### config.mk
export PLATFORM = sky130hd
export DESIGN_NAME = exp_poisson_spike_gen
export DESIGN_NICKNAME = d
export VERILOG_FILES = /design/src/rtl/exp_poisson_spike_gen.sv
export SDC_FILE = /design/constraint.sdc
export NUM_CORES = 1
export LEC_CHECK = 0
export CELL_PAD_IN_SITES_DETAIL_PLACEMENT = 0
export CELL_PAD_IN_SITES_GLOBAL_PLACEMENT = 1
export CORE_MARGIN = 2
export CORE_UTILIZATION = 25
export CTS_CLUSTER_SIZE = 30
export DETAILED_ROUTE_END_ITERATION = 6
export GPL_ROUTABILITY_DRIVEN = 0
export GPL_TIMING_DRIVEN = 0
export PLACE_DENSITY_LB_ADDON = 0.1
export SYNTH_ARGS = -nofsm -noshare
export SYNTH_HDL_FRONTEND = slang
export SYNTH_SLANG_ARGS = --single-unit
### constraint.sdc
create_clock -name clk_i -period 3 [get_ports clk_i]
set_input_delay 0.45 -clock clk_i [delete_from_list [all_inputs] [get_ports clk_i]]
set_output_delay 0.45 -clock clk_i [all_outputs]
set_load 0.02 [all_outputs]
### src/rtl/exp_poisson_spike_gen.sv
// exp_poisson_spike_gen: turns exponential samples into interval countdowns and emits a Poisson spike train.
module exp_poisson_spike_gen #(
  parameter int X_WID     = 16,
  parameter int SHIFT_WID = 4,
  parameter int CNT_WID   = 16
) (
  input  logic                 clk_i,
  input  logic                 rst_i,
  input  logic [X_WID-1:0]     sample_i,
  input  logic                 sample_valid_i,
  output logic                 sample_ready_o,
  input  logic                 enable_i,
  input  logic [SHIFT_WID-1:0] scale_i,
  input  logic                 clear_i,
  output logic                 event_o,
  output logic [CNT_WID-1:0]   event_count_o,
  output logic                 underrun_o
);
  typedef enum logic [1:0] {S_IDLE, S_WAIT, S_COUNT} state_t;
  state_t state_q, state_d;
  logic [X_WID-1:0] buf_q, buf_d, cnt_q, cnt_d, shifted, interval;
  logic [CNT_WID-1:0] count_q, count_d;
  logic buf_valid_q, buf_valid_d, event_q, event_d, underrun_q, underrun_d;
  logic term, reload_pt, consume, accept;
  assign shifted   = (32'(scale_i) >= X_WID) ? '0 : buf_q >> scale_i;
  assign interval  = (shifted == '0) ? X_WID'(1) : shifted;
  assign term      = (state_q == S_COUNT) && (cnt_q == X_WID'(1));
  assign reload_pt = (state_q == S_WAIT) || term;
  // ready depends only on registered state and enable, never on sample_valid_i
  assign consume        = enable_i & buf_valid_q & reload_pt;
  assign sample_ready_o = enable_i & (~buf_valid_q | reload_pt);
  assign accept         = sample_valid_i & sample_ready_o;
  always_comb begin
    state_d     = state_q;
    cnt_d       = cnt_q;
    buf_d       = accept ? sample_i : buf_q;
    buf_valid_d = accept | (buf_valid_q & ~consume);
    underrun_d  = clear_i ? 1'b0 : underrun_q;
    if (!enable_i) begin
      state_d = S_IDLE;
      cnt_d   = '0;
    end else if (state_q == S_IDLE) begin
      state_d = S_WAIT;
    end else if (consume) begin
      state_d = S_COUNT;
      cnt_d   = interval;
    end else if (term) begin
      state_d    = S_WAIT;
      underrun_d = 1'b1;
    end else if (state_q == S_COUNT) begin
      cnt_d = cnt_q - X_WID'(1);
    end
    event_d = enable_i & term;
    count_d = (clear_i ? '0 : count_q) + CNT_WID'(event_d);
  end
  always_ff @(posedge clk_i) begin
    if (rst_i) begin
      state_q     <= S_IDLE;
      cnt_q       <= '0;
      buf_q       <= '0;
      buf_valid_q <= 1'b0;
      event_q     <= 1'b0;
      count_q     <= '0;
      underrun_q  <= 1'b0;
    end else begin
      state_q     <= state_d;
      cnt_q       <= cnt_d;
      buf_q       <= buf_d;
      buf_valid_q <= buf_valid_d;
      event_q     <= event_d;
      count_q     <= count_d;
      underrun_q  <= underrun_d;
    end
  end
  assign event_o       = event_q;
  assign event_count_o = count_q;
  assign underrun_o    = underrun_q;
endmodule

==> impl_metrics.json, run 1 <==
{
  "status": "complete, no violations",
  "cp.arrival_ns": 2.90,
  "peakVddDrop_mv": 0.233,
  "p_comb_share_pct": 15.7,
  "cts_setup_buffers": 0,
  "cts_hold_buf": 0,
  "grt_setup_unrepaired": "no",
  "muxShareOfSynthArea_pct": 17.0,
  "dieArea_um2": 15100,
  "core_area_um2": 13800,
  "start_kind": "register",
  "seq_power_share_pct": 44.9,
  "synth-edff-count": 0,
  "antenna_cells": 0,
  "p_sw_w": 0.000483,
  "final_nets": 507,
  "skew_ns": 0.0128,
  "grt_use_total_pct": 15.8,
  "drt-initial-drc-count": 249,
  "endpoint_kind": "register",
  "wl_per_cell_um": 17.0,
  "synth_cells": 433,
  "detail_route.first_pass.iterations": 4,
  "path_max_fanout": 7,
  "cts_tree": "built",
  "timing.slew.headroom_pct": 57.3,
  "grt_pass1_vias": 3185,
  "antenna_left": 0,
  "nFillCells": 1487,
  "cts_htree_levels": 2,
  "clk_latency_ns": 0.32,
  "layout_common_cells": "nor2_1, dfxtp_1, a21oi_1, clkdlybuf4s50_1, o21ai_0",
  "clockBufferDepth": 2,
  "post_synth_num_cell_types": 60,
  "grt_pass1_wl_mm": 18.2,
  "synth.avg_cell_area_um2": 8.15,
  "area_delta_synth_final_pct": 22.3,
  "dp_hpwl_mm": 8.30,
  "vias": 3324,
  "antenna_found_initial": 0,
  "ys_seq_area_share_pct": 30.1,
  "grt_max_degree": 20,
  "hold_viol_final": 0,
  "cts-buffers-inserted": 5,
  "yosys.area_share.simple_pct": 25.4,
  "synthXorXnorAreaFrac_pct": 1.74,
  "ys.flop_type": "dfxtp_1",
  "final_common_cell": "nor2_1",
  "swShare_pct": 29.4,
  "leakagePower_nw": 1.59,
  "ioPinCount": 44,
  "syn_nets": 462,
  "hp-class": "input port to register",
  "drive_gt1_share_pct": 11.1,
  "syn-cell-area_um2": 3530,
  "synth-seq-cells": 53,
  "yosys_warnings": 0,
  "start_util_pct": 25.5,
  "cts_sinks": 53,
  "portBuffers": 38,
  "drt-total-wl_mm": 11.2,
  "via_per_inst": 5.04,
  "die_h_um": 123,
  "async_reset_ff_share_pct": 0,
  "drv_slew": 0,
  "setup_viol": 0,
  "die_w_um": 123,
  "fin_util_pct": 31.2,
  "path_class": "register to register",
  "synth_top_family_by_area": "simple AND/OR/NAND/NOR gates",
  "num_rows": 43,
  "clockRootBuffer": "clkbuf_16",
  "finalWorstPathRequiredPeriod_ns": 2.71,
  "clockPowerShare_pct": 39.3,
  "maxCapViolations": 0,
  "power_w": 0.00164,
  "p_per_area_nw_per_um2": 380,
  "synth_compound_area_share_pct": 18.4,
  "finalCritPeriodShare_pct": 90.3,
  "overflow": 0,
  "critPathRequiredTime_ns": 3.19,
  "drcViolationCount": 0,
  "path_clk_slew_ns": 0.08,
  "worst_pin_slew_ns": 0.635,
  "fmaxAchievable_ghz": 0.369,
  "synthAdderAreaFrac_pct": 1.42,
  "p_int_w": 0.00116
}
-- synthesized netlist by cell type, types with 5 or more instances --
library cell	n	area, um2
a21oi_1	38	190
and2_1	5	31.3
and3_1	5	31.3
buf_2	10	50.1
clkbuf_1	12	45.0
dfxtp_1	53	1060
inv_1	9	33.8
mux2i_1	31	310
mux4_2	9	203
nand2_1	23	86.3
nand2b_1	6	37.5
nand3_1	9	45.0
nor2_1	57	214
nor2b_1	11	68.8
nor3_1	21	105
nor4_1	5	31.3
o211ai_1	6	45.0
o21ai_0	36	180
or3_1	9	56.3
xnor2_1	5	43.8
-- path summary, 6_finish.rpt --
check | slack, ns | startpoint | depth (start not counted) | end
worst max-delay path | 0.29 | cnt_q[7]$_SDFFE_PP0P_ | 10 | event_count_o[10]$_SDFF_PP0_
worst min register to register | 0.49 | event_count_o[14]$_SDFF_PP0_ | 1 | event_count_o[14]$_SDFF_PP0_
worst min-delay path | 0.48 | rst_i | 2 | event_count_o[1]$_SDFF_PP0_
worst max register to register | 0.29 | cnt_q[7]$_SDFFE_PP0P_ | 10 | event_count_o[10]$_SDFF_PP0_
-- stage by stage --
stage	setup slack (ns)	hold WS, ns	TNS [ns]	instance area (um2)	std cells
finish	0.292	0.481	0	4320	659
global route	0.0312	0.532	0	4320	659
CTS	0.0147	0.479	0	4300	659
detailed placement	0.0116	0.477	0	4130	651
global placement	-0.0180	0.463	-0.0180	4130	651
floorplan	0.540	0.454	0	3530	433
-- cell families (layout without fill, tap and decap cells) --
logic type / after synthesis / in the layout
fa+ha+maj: 4 / 4
simple gates: 174 / 174
xor+xnor: 7 / 7
buf+inv: 41 / 87
compound gates: 109 / 109
flops: 53 / 53
mux: 45 / 45
-- critical path, stage by stage (launching register included) --
cell	delay, ns
dfxtp_1	0.35
or4_1	0.57
nor2_1	0.20
nand2_1	0.16
nor3_2	0.20
ha_1	0.21
ha_2	0.26
nand2_2	0.13
nor4_2	0.31
xnor2_1	0.15
nor2_1	0.05
-- layer usage --
metal / global-route usage (%) / share of wire (%) / up-vias
met2: 23.3 / 44 / 62
met4: 4.67 / 1.4 / 0
met1: 23.4 / 51 / 1575
met5: 0 / 0 / -
li1: - / - / 1677
met3: 2.60 / 3.7 / 10
-- power groups by stage --
| stage | Combinational [W] | Sequential (W) | Clock (W) |
|---|---|---|---|
| after detailed placement | 0.000259 | 0.000755 | 0 |
| after global routing | 0.000286 | 0.000741 | 0.000699 |
| final | 0.000258 | 0.000738 | 0.000646 |
| after CTS | 0.000260 | 0.000738 | 0.000670 |
| after global placement | 0.000260 | 0.000755 | 0 |
| after floorplan | 0.000180 | 0.000746 | 0 |
-- registers in the layout, indices dropped and copies added (netlist names) --
name / cells
event_count_o: 16
cnt_q: 16
event_o: 1
state_q: 2
underrun_o: 1
buf_valid_q: 1
buf_q: 16
-- final cells by class --
| type | instances | area [um2] | share of cell area (%) |
|---|---|---|---|
| multi-input cells | 339 | 2280 | 52.9 |
| flip-flops and latches | 53 | 1060 | 24.6 |
| repair buffers | 38 | 383 | 8.87 |
| well taps | 180 | 225 | 5.22 |
| plain buffers | 31 | 171 | 3.97 |
| clock buffers | 5 | 125 | 2.90 |
| inverters | 10 | 37.5 | 0.870 |
| clock inverters | 3 | 28.8 | 0.667 |
-- what timing repair did --
| item | 4_1_cts | 5_1_grt |
|---|---|---|
| setup endpoints to repair | 2 | 5 |
| gates resized for setup | 3 | 5 |
| pin swaps | 0 | 0 |
Note: power is estimated with default switching activity, not from simulation.
==> run 2: changes to the inputs <==
--- a/config.mk
+++ b/config.mk
@@ -14,6 +14,7 @@
 export GPL_ROUTABILITY_DRIVEN = 0
 export GPL_TIMING_DRIVEN = 0
 export PLACE_DENSITY_LB_ADDON = 0.1
+export SKIP_LAST_GASP = 1
 export SYNTH_ARGS = -nofsm -noshare
 export SYNTH_HDL_FRONTEND = slang
 export SYNTH_SLANG_ARGS = --single-unit
==> constraint.sdc (replaced) <==
create_clock -name clk_i -period 2.57 [get_ports clk_i]
set_input_delay 0.3855 -clock clk_i [delete_from_list [all_inputs] [get_ports clk_i]]
set_output_delay 0.3855 -clock clk_i [all_outputs]
set_load 0.02 [all_outputs]
==> run 2 against run 1 <==
Net effect:
- clock skew down 0.0028 ns
- power up 17%
- hold slack worse by 0.076 ns
- cell count up 0.15%
- non-clock buffer count up 1
- setup slack worse by 0.18 ns
- via count up 1.3%
- combinational power up 18%
- clock power up 17%
- critical path depth down 5
- wire length about the same
- core utilization up 0.60 points
- largest cell class unchanged
==> impl_metrics.json, run 2 (synthesis results as in run 1) <==
{
  "hp-class": "input port to register",
  "drcViolationCount": 0,
  "ioPinCount": 44,
  "cpPeakStageDelay_ns": 0.46,
  "dp_cells": 651,
  "grt_pass1_vias": 3204,
  "clockRootBuffer": "clkbuf_16",
  "overflow": 0,
  "crit_slowest_cell": "nor4_2",
  "start_kind": "register",
  "wl_per_cell_um": 16.9,
  "drt-initial-drc-count": 249,
  "path_clk_slew_ns": 0.08,
  "peakVddDrop_mv": 0.272,
  "antenna_cells": 0,
  "via_per_inst": 5.10,
  "die_h_um": 123,
  "finalWorstPathRequiredPeriod_ns": 2.46,
  "clk_latency_ns": 0.31,
  "dieArea_um2": 15100,
  "ff_latch_area_um2": 1060,
  "leakagePower_nw": 1.62,
  "num_rows": 43,
  "grt_pass1_wl_mm": 18.3,
  "endpoint_kind": "output pin",
  "vias": 3368,
  "core_area_um2": 13800,
  "antenna_left": 0,
  "fin_util_pct": 31.8,
  "path_max_fanout": 7,
  "setup_viol": 0,
  "cp_num_buf_inv": 1,
  "grt_max_degree": 20,
  "skew_ns": 0.0100,
  "grt_use_total_pct": 15.8,
  "p_per_area_nw_per_um2": 437,
  "fmaxAchievable_ghz": 0.406,
  "drive_gt1_share_pct": 12.7,
  "cts_sinks": 53,
  "cts_hold_buf": 0,
  "placed_cell_area_um2": 4130,
  "clockBufferDepth": 2,
  "cts-buffers-inserted": 5,
  "final_nets": 508,
  "final_common_cell": "nor2_1",
  "whs_ns": 0.405,
  "multi_input_area_um2": 2360,
  "grt_setup_unrepaired": "no",
  "finalCritPeriodShare_pct": 95.8,
  "final_cells": 660,
  "crit_family": "simple AND/OR/NAND/NOR gates",
  "path_class": "register to output pin",
  "antenna_found_initial": 0,
  "status": "complete, no violations",
  "nFillCells": 1480,
  "portBuffers": 38,
  "cts_tree": "built",
  "drv_slew": 0,
  "design_area_um2": 4400,
  "path_cells": "nor4_2, and4_4, a211o_1, and2_1, clkdlybuf4s15_1",
  "drt-total-wl_mm": 11.2,
  "worst_pin_slew_ns": 0.641,
  "layout_common_cells": "nor2_1, dfxtp_1, a21oi_1, clkdlybuf4s50_1, o21ai_0",
  "hold_viol_final": 0,
  "critPathRequiredTime_ns": 2.18,
  "dp_hpwl_mm": 8.30,
  "cp.arrival_ns": 2.08,
  "cts_htree_levels": 2,
  "timing.slew.headroom_pct": 56.9,
  "maxCapViolations": 0,
  "area_delta_synth_final_pct": 24.6,
  "detail_route.first_pass.iterations": 4,
  "die_w_um": 123,
  "start_util_pct": 25.5
}
-- run 2: per-stage QoR --
| stage | total power [W] | worst slack [ns] | setup TNS (ns) |
|---|---|---|---|
| 5_1_grt | 0.00202 | 0.0178 | 0 |
| 3_3_place_gp | 0.00118 | -0.448 | -2.33 |
| 3_5_place_dp | 0.00118 | -0.418 | -2.19 |
| 4_1_cts | 0.00195 | -0.0184 | -0.0184 |
| 2_1_floorplan | 0.00108 | 0.110 | 0 |
| 6_report | 0.00192 | 0.109 | 0 |
-- run 2: area by class of cell --
type	instances	share of cell area [%]
Tap cell	180	5.12
Timing Repair Buffer	39	8.82
Clock buffer	5	2.84
Clock inverter	3	0.654
Sequential cell	53	24.2
Inverter	10	0.853
Multi-Input combinational cell	339	53.6
Buffer	31	3.93
-- run 2: path summary, 6_finish.rpt --
check | startpoint | to | slack [ns] | depth (start not counted)
setup / recovery | cnt_q[2]$_SDFFE_PP0P_ | sample_ready_o | 0.11 | 5
hold / removal | rst_i | event_count_o[1]$_SDFF_PP0_ | 0.41 | 2
setup reg to reg | cnt_q[7]$_SDFFE_PP0P_ | event_count_o[10]$_SDFF_PP0_ | 0.15 | 10
hold reg to reg | event_count_o[14]$_SDFF_PP0_ | event_count_o[14]$_SDFF_PP0_ | 0.49 | 1
-- run 2: report_power, final --
| part | total [W] | internal [W] | switching [W] |
|---|---|---|---|
| clock | 0.000755 | 0.000376 | 0.000379 |
| sequential | 0.000862 | 0.000838 | 0.0000241 |
| combinational | 0.000304 | 0.000142 | 0.000162 |
| total | 0.00192 | 0.00136 | 0.000566 |
-- run 2: repair_timing --
item,4_1_cts,5_1_grt
resized for setup,15,10
setup endpoints to repair,14,13
pin swaps,1,1
setup buffers,1,0
-- run 2: per-layer routing --
layer  up-vias  GRT usage, %  share of wire (%)
met2        84          23.4                 43
met3        16          2.60                4.1
met1      1585          23.4                 51
li1       1683             -                  -
met5         -             0                  0
met4         0          4.67                1.6
